$ cat src/rtl/sr_sched_pkg.sv
// sr_sched_pkg
// Shared types and constants for the SR flag scheduler.
//   state_t      : scheduler FSM states
//   OP_SET/RST   : encoding of req_op
//   DEF_*        : default parameter values for sr_flag_sched
package sr_sched_pkg;

  typedef enum logic [2:0] {
    IDLE  = 3'd0,
    SETUP = 3'd1,
    PULSE = 3'd2,
    HOLD  = 3'd3,
    CHECK = 3'd4
  } state_t;

  localparam logic OP_SET = 1'b1;
  localparam logic OP_RST = 1'b0;

  localparam int DEF_NREQ      = 4;
  localparam int DEF_NFLAG     = 8;
  localparam int DEF_PULSE_CYC = 2;

endpackage

$ cat src/rtl/sr_flag_sched_rr_arbiter.sv
// rr_arbiter
// Purely combinational round-robin picker: grants the first requester
// at or after i_ptr, wrapping modulo NREQ.
//   i_req     : request vector
//   i_ptr     : priority pointer (must be < NREQ)
//   o_gnt     : one-hot grant (zero when no request)
//   o_gnt_idx : encoded grant index (0 when no request)
//   o_any     : at least one request present
module rr_arbiter #(
  parameter int NREQ = 4
) (
  input  logic [NREQ-1:0]         i_req,
  input  logic [$clog2(NREQ)-1:0] i_ptr,
  output logic [NREQ-1:0]         o_gnt,
  output logic [$clog2(NREQ)-1:0] o_gnt_idx,
  output logic                    o_any
);

  localparam int GW = $clog2(NREQ);

  always_comb begin
    int j;
    j         = 0;
    o_gnt     = '0;
    o_gnt_idx = '0;
    o_any     = 1'b0;
    // Walk NREQ positions starting at the pointer; first hit wins.
    for (int k = 0; k < NREQ; k++) begin
      j = int'(i_ptr) + k;
      if (j >= NREQ) j = j - NREQ;
      if (!o_any && i_req[j]) begin
        o_any     = 1'b1;
        o_gnt[j]  = 1'b1;
        o_gnt_idx = j[GW-1:0];
      end
    end
  end

endmodule

$ cat src/rtl/sr_flag_sched.sv
// sr_flag_sched
// Round-robin scheduler that serialises set/clear requests onto a bank of
// gated SR flops, generating SETUP -> PULSE -> HOLD -> CHECK per operation
// and verifying the written value on readback.
//   clk, rst_n            : clock, asynchronous active-low reset
//   req_valid/op/idx      : per-requester request (idx packed, req 0 in LSBs)
//   req_ready             : one-hot 1-cycle accept pulse
//   s_out, r_out, c_out   : set / reset / gate lines to the bank
//   q_in                  : bank Q readback
//   done, done_id         : completion pulse and the requester it belongs to
//   err                   : sticky readback mismatch
//   busy                  : high outside IDLE
module sr_flag_sched
  import sr_sched_pkg::*;
#(
  parameter int NREQ      = DEF_NREQ,
  parameter int NFLAG     = DEF_NFLAG,
  parameter int PULSE_CYC = DEF_PULSE_CYC
) (
  input  logic                            clk,
  input  logic                            rst_n,
  input  logic [NREQ-1:0]                 req_valid,
  input  logic [NREQ-1:0]                 req_op,
  input  logic [NREQ*$clog2(NFLAG)-1:0]   req_idx,
  output logic [NREQ-1:0]                 req_ready,
  output logic [NFLAG-1:0]                s_out,
  output logic [NFLAG-1:0]                r_out,
  output logic                            c_out,
  input  logic [NFLAG-1:0]                q_in,
  output logic                            done,
  output logic [$clog2(NREQ)-1:0]         done_id,
  output logic                            err,
  output logic                            busy
);

  localparam int IW = $clog2(NFLAG);
  localparam int GW = $clog2(NREQ);
  localparam logic [NFLAG-1:0] ONE_HOT0 = NFLAG'(1);

  state_t          r_state;
  state_t          w_state_next;
  logic [GW-1:0]   r_ptr;
  logic            r_op;
  logic [IW-1:0]   r_idx;
  logic [GW-1:0]   r_gid;
  logic [3:0]      r_cnt;
  logic            r_err;

  logic [NREQ-1:0] w_gnt;
  logic [GW-1:0]   w_gnt_idx;
  logic            w_any;
  logic [NFLAG-1:0] w_vec;
  logic            w_mis;

  rr_arbiter #(.NREQ(NREQ)) u_arb (
    .i_req     (req_valid),
    .i_ptr     (r_ptr),
    .o_gnt     (w_gnt),
    .o_gnt_idx (w_gnt_idx),
    .o_any     (w_any)
  );

  assign w_vec = ONE_HOT0 << r_idx;
  // Mismatch is visible in the CHECK cycle itself, then held in r_err.
  assign w_mis = (r_state == CHECK) && (q_in[r_idx] != r_op);
  assign err   = r_err | w_mis;
  assign busy  = (r_state != IDLE);

  always_comb begin
    w_state_next = r_state;
    req_ready    = '0;
    s_out        = '0;
    r_out        = '0;
    c_out        = 1'b0;
    done         = 1'b0;
    done_id      = '0;
    case (r_state)
      IDLE: begin
        // The state register is already IDLE under reset, so the only
        // thing to suppress while rst_n is low is the accept pulse.
        req_ready = rst_n ? w_gnt : '0;
        if (w_any) w_state_next = SETUP;
      end
      SETUP: begin
        s_out        = (r_op == OP_SET) ? w_vec : '0;
        r_out        = (r_op == OP_SET) ? '0 : w_vec;
        w_state_next = PULSE;
      end
      PULSE: begin
        s_out = (r_op == OP_SET) ? w_vec : '0;
        r_out = (r_op == OP_SET) ? '0 : w_vec;
        c_out = 1'b1;
        if (r_cnt == '0) w_state_next = HOLD;
      end
      HOLD: begin
        // Data held one more cycle so it is stable as the gate falls.
        s_out        = (r_op == OP_SET) ? w_vec : '0;
        r_out        = (r_op == OP_SET) ? '0 : w_vec;
        w_state_next = CHECK;
      end
      CHECK: begin
        done         = 1'b1;
        done_id      = r_gid;
        w_state_next = IDLE;
      end
      default: w_state_next = IDLE;
    endcase
  end

  always_ff @(posedge clk or negedge rst_n) begin
    if (!rst_n) begin
      r_state <= IDLE;
      r_ptr   <= '0;
      r_op    <= 1'b0;
      r_idx   <= '0;
      r_gid   <= '0;
      r_cnt   <= '0;
      r_err   <= 1'b0;
    end else begin
      r_state <= w_state_next;
      r_err   <= r_err | w_mis;
      if (r_state == IDLE && w_any) begin
        r_op  <= req_op[w_gnt_idx];
        r_idx <= req_idx[int'(w_gnt_idx)*IW +: IW];
        r_gid <= w_gnt_idx;
        r_ptr <= (w_gnt_idx == GW'(NREQ-1)) ? '0 : w_gnt_idx + 1'b1;
      end
      // Counter loaded on the way into PULSE, expires after PULSE_CYC cycles.
      if (r_state == SETUP)      r_cnt <= 4'(PULSE_CYC-1);
      else if (r_state == PULSE) r_cnt <= r_cnt - 1'b1;
    end
  end

endmodule

$ cat config.mk
export PLATFORM = sky130hd
export DESIGN_NAME = sr_flag_sched
export DESIGN_NICKNAME = d
export VERILOG_FILES = /design/src/rtl/sr_sched_pkg.sv /design/src/rtl/sr_flag_sched_rr_arbiter.sv /design/src/rtl/sr_flag_sched.sv
export SDC_FILE = /design/constraint.sdc
export NUM_CORES = 1
export LEC_CHECK = 0
export CAP_MARGIN = 20
export CORE_AREA = 5 5 63 65
export CTS_CLUSTER_DIAMETER = 40
export DETAILED_ROUTE_END_ITERATION = 8
export DIE_AREA = 0 0 68 70
export GPL_TIMING_DRIVEN = 1
export PLACE_DENSITY = 0.84
export SLEW_MARGIN = 20
export SYNTH_ARGS = -nofsm -noshare
export SYNTH_HDL_FRONTEND = slang
export SYNTH_SLANG_ARGS = --single-unit
$ cat constraint.sdc
create_clock -name clk -period 4.7 [get_ports clk]
set_input_delay 0.94 -clock clk [delete_from_list [all_inputs] [get_ports clk]]
set_output_delay 0.94 -clock clk [all_outputs]
set_load 0.01 [all_outputs]
==> flow_metrics.tcl, run 1 <==
set metrics [dict create \
    number_of_synthesized_register_bits 16 \
    yosysSeqAreaShare_pct 28.2 \
    setup-tns-final_ps 0 \
    num-nets-final 259 \
    number_of_top_level_pins 56 \
    fin_crit_ps 4260 \
    grtUsageTotal_pct 16.1 \
    cts_repair_resize_count 0 \
    timing.critical_path.arrival_ps 3320 \
    synthDistinctLibCells 40 \
    fp.dieArea_sq_mm 0.00476 \
    worst_path_max_delay_cell "sky130_fd_sc_hd__dfrtp_1" \
    max_ir_drop_vdd_uv 272 \
    via_count 1402 \
    crit_type "reg -> out" \
    cts_buffers 3 \
    num_antenna_cells 0 \
    critical_path.cell_chain "inv_1 > ha_1 > mux4_2 > nor2b_4 > a22oi_1 > nand2_1 > o21ai_0 > a21oi_1 > clkdlybuf4s50_1" \
    first_global_vias 1421 \
    grt_overflow 0 \
    timing.critical_path.buf_inv 2 \
    syn-cell-area_sq_mm 0.00142 \
    core_area_sq_mm 0.00328 \
    detailedRoute.firstIterationViolations 42 \
    p_total_w 0.00120 \
    row_count 21 \
    cts_tree "yes" \
    relSlewSlack_pct 65.3 \
    endpoint_kind "primary output" \
    drt-pass1-iter-count 4 \
    ys.flop_type "sky130_fd_sc_hd__dfrtp_1" \
    die_h_um 70 \
    startpoint_type "flop" \
    final_design_area_no_fill_sq_mm 0.00202 \
    per_cell_via_count_in_the_routed_design 5.25 \
    cts_hold_buffers 0 \
    critical_path.max_stage_delay_ps 680 \
    dp.cells 263 \
    postCtsSetupBuffers 0 \
    worst_hold_path_type "reg -> reg" \
    io_buffer_count 55 \
    globalplace.congestion 0.815 \
    antenna_found_initial 0 \
    timing.final.setup_violations 0 \
    wirelength_um 3600 \
    critPathMaxFanout 14 \
    timing_max_transition_violations_final 0 \
    total_placed_instance_area_sq_mm 0.00199 \
    syn2layout_area_growth_pct 42.4 \
    clock_tree.htree_level_count 1 \
    synth_fp_nets 206 \
    p_leak_nw 0.839 \
    insertion_delay_ps 290 \
    synth_cells 169 \
    drc 0 \
    max_clock_freq_ghz 0.235 \
    setup_repair_after_global_routing_missed_its_margin "false" \
    critical_path.top_delay_family "buffers and inverters" \
    max_slew.worst_pin.slew_ps 520 \
    p_per_area_mw_per_mm2 592 \
    postRouteAntennaNets 0 \
    hpwl_um 2950 \
    grt_pass1_wl_um 6040 \
    hold_violations 0 \
    max_cap_viol_count 0 \
    async_reset_ff_share_pct 100 \
    initial_utilization_pct 43.3 \
    fillers 291 \
    maximum_number_of_pins_on_one_net_before_global_route_repair 18 \
    final_cells 267 \
    skew_ps 1.68 \
    critPathRequiredTime_ps 3760 \
    outcome "finished clean" \
    drive_above_1_share_pct 8.14 \
    mean_post_synth_cell_area_sq_um 8.41 \
    timing.hold.ws_ps 459 \
    post_drt_wl_per_cell_um 13.5 \
    finalCritPeriodShare_pct 90.6 \
    cts_num_sinks 16 \
    synth.yosys.warnings 0 \
    post_synth_edffs 0 \
    cts.path.max_buffers 2 \
    cts-root-buf "sky130_fd_sc_hd__clkbuf_4" \
    worst_setup_hold_path_clk_slew_ps 90 \
    die_w_um 68 \
]
-- cells by family (layout without fill, tap and decap cells) --
logic type,after synthesis,count (layout),synth area share [%]
flops,16,16,28.2
buf+inv,16,68,5.55
simple gates,77,77,25.6
compound gates,32,32,14.4
mux,18,18,18.2
xor+xnor,3,3,1.85
fa+ha+maj,7,7,6.16
-- area by class of cell --
class,instances,area (sq um),area share [%]
multi-input combinational,137,942,46.5
timing repair buffer,56,558,27.6
inverter,8,30.0,1.48
sequential,16,400,19.8
tap,46,57.6,2.84
clock buffer,4,36.3,1.79
-- metrics by stage --
stage / util, % / setup slack, ps
2_1_floorplan: - / 1540
3_3_place_gp: 60.5 / 612
3_5_place_dp: 60.5 / 526
4_1_cts: 61.6 / 418
5_1_grt: 61.6 / 144
6_report: 61.6 / 444
-- Yosys cell counts, drive strengths merged (2+ instances only) --
library cell  count  area share (%)
nand2            25             6.6
buf               3             2.1
nand3b            2             1.1
mux2i            11             9.5
clkbuf            5             1.3
ha                7             6.2
mux4              4             6.3
o221ai            4             2.5
nor2b             4             2.5
nand2b            5             2.2
and3              2            0.88
a21oi             7             2.5
o21ai            10             3.5
mux2              3             2.4
nor3              8             2.8
nor2             24             6.3
xnor2             2             1.2
inv               8             2.1
a22oi             4             2.1
dfrtp            16              28
-- state kept, by name, summed over array words and instances, names as in the netlist --
signal and cells:
r_state 3, r_ptr 2, r_op 1, r_idx 3, r_err 1, r_cnt 4, r_gid 2
-- power by group --
group,internal (W),switching [W]
clock,0.0000473,0.0000439
combinational,0.000402,0.000400
sequential,0.000201,0.000105
total,0.000650,0.000549
-- layer usage --
metal	GRT usage, %	share of wire (%)	vias up	wire length, um
li1	-	-	697	-
met1	18.8	41	633	1470
met2	26.7	48	65	1740
met3	4.33	8.3	7	300
met4	7.73	2.5	0	91
met5	0	0	-	0
-- worst paths after layout --
path	startpoint	to	slack [ps]	cells after the start
worst max-delay path	r_ptr[0]$_DFFE_PN0P_	req_ready[3]	440	9
worst min-delay path	r_err$_DFF_PN0_	r_err$_DFF_PN0_	460	1
worst max register to register	r_ptr[0]$_DFFE_PN0P_	r_ptr[1]$_DFFE_PN0P_	1560	10
worst min register to register	r_err$_DFF_PN0_	r_err$_DFF_PN0_	460	1
max in group asynchronous	rst_n	r_ptr[0]$_DFFE_PN0P_	3560	2
min in group asynchronous	rst_n	r_cnt[1]$_DFFE_PN0N_	950	2
-- cells in the final DEF, fill, tap and decap left out, drive strengths merged, types with 5 or more instances in the layout --
cell,instances
clkdlybuf4s50,55
nand2,25
nor2,24
dfrtp,16
mux2i,11
o21ai,10
nor3,8
inv,8
a21oi,7
ha,7
nand2b,5
No activity file was read; power rests on OpenSTA's default activity.
==> run 2: changes to the inputs <==
Settings changed: CORE_AREA 5 5 63 65 to 5 5 67 69, DIE_AREA 0 0 68 70 to 0 0 72 74, HOLD_SLACK_MARGIN from default to 0.02, PLACE_DENSITY 0.84 to 0.78.
Clock period 4.7 ns to 3.8 ns, I/O delays scaled along.
==> flow_metrics.tcl, run 2 (synthesized netlist as in run 1, its figures left out) <==
set metrics [dict create \
    outcome "finished clean" \
    dp.cells 272 \
    final_cells 277 \
    layout_commonest_cell "sky130_fd_sc_hd__clkdlybuf4s50_1" \
    grtUsageTotal_pct 14.7 \
    p_total_w 0.00157 \
    crit-reg2reg-launch "r_ptr[1]$_DFFE_PN0P_" \
    max_cap_viol_count 0 \
    cts-root-buf "sky130_fd_sc_hd__clkbuf_8" \
    drive_above_1_share_pct 11.5 \
    hold_violations 0 \
    max_clock_freq_ghz 0.278 \
    max_slew.worst_pin.slew_ps 477 \
    skew_ps 2.62 \
    grt_overflow 0 \
    largest_register_ff_count 4 \
    fp.dieArea_sq_mm 0.00533 \
    startpoint_type "primary input" \
    num_antenna_cells 0 \
    finalCritPeriodShare_pct 94.8 \
    critPathMaxFanout 9 \
    maximum_number_of_pins_on_one_net_before_global_route_repair 17 \
    grt_pass1_wl_um 6340 \
    worst_setup_path_startpoint "req_valid[1]" \
    relSlewSlack_pct 67.5 \
    core_area_sq_mm 0.00386 \
    drt-pass1-iter-count 4 \
    p_leak_nw 0.875 \
    crit_type "in -> out" \
    die_h_um 74 \
    max_flop_register "r_cnt" \
    number_of_top_level_pins 56 \
    cts_tree "yes" \
    largestRegisters "r_cnt: 4 flops, r_idx: 3 flops, r_state: 3 flops" \
    cts_buffers 3 \
    reg2regPathDepth 10 \
    timing.critical_path.arrival_ps 2840 \
    drc 0 \
    setup_repair_after_global_routing_missed_its_margin "false" \
    worst_hold_path_type "reg -> reg" \
    wirelength_um 3590 \
    final_core_util_pct 54.6 \
    die_w_um 72 \
    syn2layout_area_growth_pct 48.2 \
    insertion_delay_ps 250 \
    final_cell_mix "sky130_fd_sc_hd__clkdlybuf4s50_1, sky130_fd_sc_hd__nand2_1, sky130_fd_sc_hd__nor2_1" \
    timing_max_transition_violations_final 0 \
    via_count 1414 \
    worst_setup_hold_path_clk_slew_ps 60 \
    timing.hold.worst.start "r_err$_DFF_PN0_" \
    initial_utilization_pct 36.9 \
    row_count 23 \
    per_cell_via_count_in_the_routed_design 5.10 \
    num-nets-final 265 \
    critPathRequiredTime_ps 3040 \
    max_ir_drop_vdd_uv 341 \
    clock_tree.htree_level_count 1 \
    p_per_area_mw_per_mm2 745 \
    cts.path.max_buffers 2 \
    io_buffer_count 55 \
    hpwl_um 2900 \
    worst_hold_path_cells 1 \
    timing.final.setup_violations 0 \
    fin_crit_ps 3600 \
    antenna_found_initial 0 \
    setup-tns-final_ps 0 \
    detailedRoute.firstIterationViolations 43 \
    post_drt_wl_per_cell_um 13.0 \
    endpoint_kind "primary output" \
    cts_num_sinks 16 \
    first_global_vias 1514 \
    postRouteAntennaNets 0 \
    globalplace.congestion 0.799 \
]
## run 2: metrics by stage
step	worst slack [ps]	cell area [sq um]	hold slack [ps]
2_1_floorplan	825	1420	439
3_3_place_gp	161	2030	437
3_5_place_dp	155	2030	463
4_1_cts	66.8	2090	480
5_1_grt	39.3	2110	498
6_report	197	2110	468
## run 2: where the power goes
part           internal (W)  switching [W]  leakage (nW)
logic              0.000535       0.000529         0.648
registers          0.000250       0.000108         0.198
clock network     0.0000918      0.0000550        0.0288
total              0.000876       0.000691         0.875
## run 2: layout make-up
class                      count  area, sq um
fill                         374         1750
multi-input combinational    137          955
timing repair buffer          62          603
sequential                    16          400
tap                           50         62.6
clock buffer                   4         55.1
inverter                       8         30.0
## run 2: layer usage
layer / global-route usage [%] / part of all wire (%) / vias up / routed length, um
met5: 0 / 0 / - / 0
met4: 4.59 / 1.1 / 0 / 40
met3: 5.00 / 9.4 / 5 / 339
met2: 25.3 / 47 / 50 / 1690
met1: 17.3 / 42 / 647 / 1520
li1: - / - / 712 / -
## run 2: worst paths after layout
| kind | slack [ps] | to |
|---|---|---|
| min in group asynchronous | 890 | r_err$_DFF_PN0_ |
| max in group asynchronous | 2730 | r_idx[1]$_DFFE_PN0P_ |
| hold / removal | 470 | r_err$_DFF_PN0_ |
| hold reg to reg | 470 | r_err$_DFF_PN0_ |
| setup / recovery | 200 | req_ready[3] |
| setup reg to reg | 1100 | r_ptr[1]$_DFFE_PN0P_ |
## run 2: what timing repair did
item	4_1_cts	5_1_grt
setup buffers	0	1
gates resized for setup	0	4
setup endpoints to repair	0	4
hold buffers	0	0
## run 2: worst max-delay path, cell delays in order
cell	delay, ps
sky130_fd_sc_hd__clkdlybuf4s50_1	420
sky130_fd_sc_hd__buf_4	170
sky130_fd_sc_hd__mux4_2	470
sky130_fd_sc_hd__nor2b_4	160
sky130_fd_sc_hd__a22oi_1	140
sky130_fd_sc_hd__nand2_1	70
sky130_fd_sc_hd__o21ai_0	90
sky130_fd_sc_hd__a21oi_1	90
sky130_fd_sc_hd__clkdlybuf4s50_1	480
==> run 3: changes to the inputs <==
Settings changed: PLACE_DENSITY 0.78 to 0.72, SLEW_MARGIN 20 to 10.
==> flow_metrics.tcl, run 3 (synthesized netlist as in run 1, its figures left out) <==
set metrics [dict create \
    setup-tns-final_ps 0 \
    setup_ws_final_ps 190 \
    timing.critical_path.arrival_ps 2850 \
    grt_overflow 0 \
    p_per_area_mw_per_mm2 739 \
    crit_type "in -> out" \
    timing.critical_path.to "req_ready[0]" \
    grtUsageTotal_pct 14.1 \
    cts_num_sinks 16 \
    outcome "finished clean" \
    final_design_area_no_fill_sq_mm 0.00211 \
    endpoint_kind "primary output" \
    cts_buffers 3 \
    max_ir_drop_vdd_uv 334 \
    fin_crit_ps 3610 \
    post_drt_wl_per_cell_um 12.8 \
    row_count 23 \
    wirelength_um 3570 \
    number_of_top_level_pins 56 \
    worst_setup_path_startpoint "req_valid[2]" \
    critical_path.cell_chain "clkdlybuf4s50_1 > mux4_2 > nor2b_4 > a22oi_1 > nand2_1 > o21ai_0 > a21oi_1 > clkdlybuf4s50_1" \
    num_antenna_cells 0 \
    cts_tree "yes" \
    die_w_um 72 \
    drc 0 \
    relSlewSlack_pct 67.6 \
    io_buffer_count 55 \
    initial_utilization_pct 36.9 \
    critPathMaxFanout 5 \
    setup_repair_after_global_routing_missed_its_margin "false" \
    drt-pass1-iter-count 4 \
    detailedRoute.firstIterationViolations 65 \
    skew_ps 3.34 \
    syn2layout_area_growth_pct 48.8 \
    worst_hold_path_type "reg -> reg" \
    timing.critical_path.mode_cell "sky130_fd_sc_hd__clkdlybuf4s50_1" \
    hold_violations 0 \
    maximum_number_of_pins_on_one_net_before_global_route_repair 17 \
    cts.path.max_buffers 2 \
    fillers 379 \
    first_global_vias 1410 \
    postRouteAntennaNets 0 \
    fp.dieArea_sq_mm 0.00533 \
    drive_above_1_share_pct 11.8 \
    reg2regPathDepth 10 \
    crit-reg2reg-launch "r_ptr[1]$_DFFE_PN0P_" \
    final_cell_mix "sky130_fd_sc_hd__clkdlybuf4s50_1, sky130_fd_sc_hd__nand2_1, sky130_fd_sc_hd__nor2_1" \
    core_area_sq_mm 0.00386 \
    per_cell_via_count_in_the_routed_design 4.96 \
    layout_commonest_cell "sky130_fd_sc_hd__clkdlybuf4s50_1" \
    max_clock_freq_ghz 0.277 \
    timing_max_transition_violations_final 0 \
    clock_tree.htree_level_count 1 \
    dpl_worst_slack_ps 165 \
    timing.final.setup_violations 0 \
    cts-root-buf "sky130_fd_sc_hd__clkbuf_8" \
    worst_path_max_delay_cell "sky130_fd_sc_hd__clkdlybuf4s50_1" \
    antenna_found_initial 0 \
    p_leak_nw 0.880 \
    startpoint_type "primary input" \
    finalCritPeriodShare_pct 95.0 \
    via_count 1380 \
    largest_register_ff_count 4 \
    timing.rr.end "r_ptr[1]$_DFFE_PN0P_" \
    insertion_delay_ps 240 \
    globalplace.congestion 0.779 \
    largestRegisters "r_cnt: 4 flops, r_idx: 3 flops, r_state: 3 flops" \
    grt_pass1_wl_um 6130 \
    r2r_slack_ps 1100 \
    max_slew.worst_pin.slew_ps 476 \
    critPathRequiredTime_ps 3040 \
    final_core_util_pct 54.8 \
    max_cap_viol_count 0 \
    worst_setup_hold_path_clk_slew_ps 60 \
    critical_path.max_stage_delay_ps 550 \
    max_flop_register "r_cnt" \
    die_h_um 74 \
    num-nets-final 266 \
    total_placed_instance_area_sq_mm 0.00204 \
    hpwl_um 2910 \
]
run 3: routing by layer:
layer	vias to the layer above	GRT usage, %	wire length, um
li1	712	-	-
met2	44	24.9	1730
met1	622	16.7	1500
met5	-	0	0
met3	2	4.59	316
met4	0	3.13	27
run 3: final cells by class:
cell class	instances	area (sq um)	share of cell area (%)
timing repair buffer	63	611	28.9
sequential	16	402	19.0
clock buffer	4	55.1	2.60
tap	50	62.6	2.96
multi-input combinational	137	955	45.1
inverter	8	30.0	1.42
run 3: report_power, final:
group | leakage, nW | internal [W] | switching (W)
Clock | 0.0288 | 0.0000918 | 0.0000566
Sequential | 0.197 | 0.000251 | 0.000105
Combinational | 0.654 | 0.000535 | 0.000524
Total | 0.880 | 0.000878 | 0.000685
run 3: worst max-delay path: cells and delay by family:
family          cells  cell delay [ps]
simple gates        2              260
compound gates      3              310
buf+inv             2              990
mux                 1              530
run 3: metrics by stage:
step / total power (W) / hold slack (ps) / cells
after floorplan: 0.00109 / 439 / 169
after global placement: 0.00138 / 439 / 273
after detailed placement: 0.00139 / 440 / 273
after CTS: 0.00154 / 458 / 277
after global routing: 0.00172 / 490 / 278
final: 0.00156 / 453 / 278
run 3: how the worst min path moves through the flow:
| stage | from | end | slack, ps | depth (start not counted) |
|---|---|---|---|---|
| detailed placement | r_err$_DFF_PN0_ | r_err$_DFF_PN0_ | 440 | 1 |
| global route | r_err$_DFF_PN0_ | r_err$_DFF_PN0_ | 490 | 1 |
| global placement | r_err$_DFF_PN0_ | r_err$_DFF_PN0_ | 440 | 1 |
| floorplan | r_gid[1]$_DFFE_PN0P_ | r_gid[1]$_DFFE_PN0P_ | 440 | 2 |
| CTS | r_err$_DFF_PN0_ | r_err$_DFF_PN0_ | 460 | 1 |
| finish | r_err$_DFF_PN0_ | r_err$_DFF_PN0_ | 450 | 1 |
run 3: what timing repair did:
action,4_1_cts,5_1_grt
resized for setup,0,3
setup buffers,0,1
hold buffers,0,0
endpoints found under the setup margin,0,4
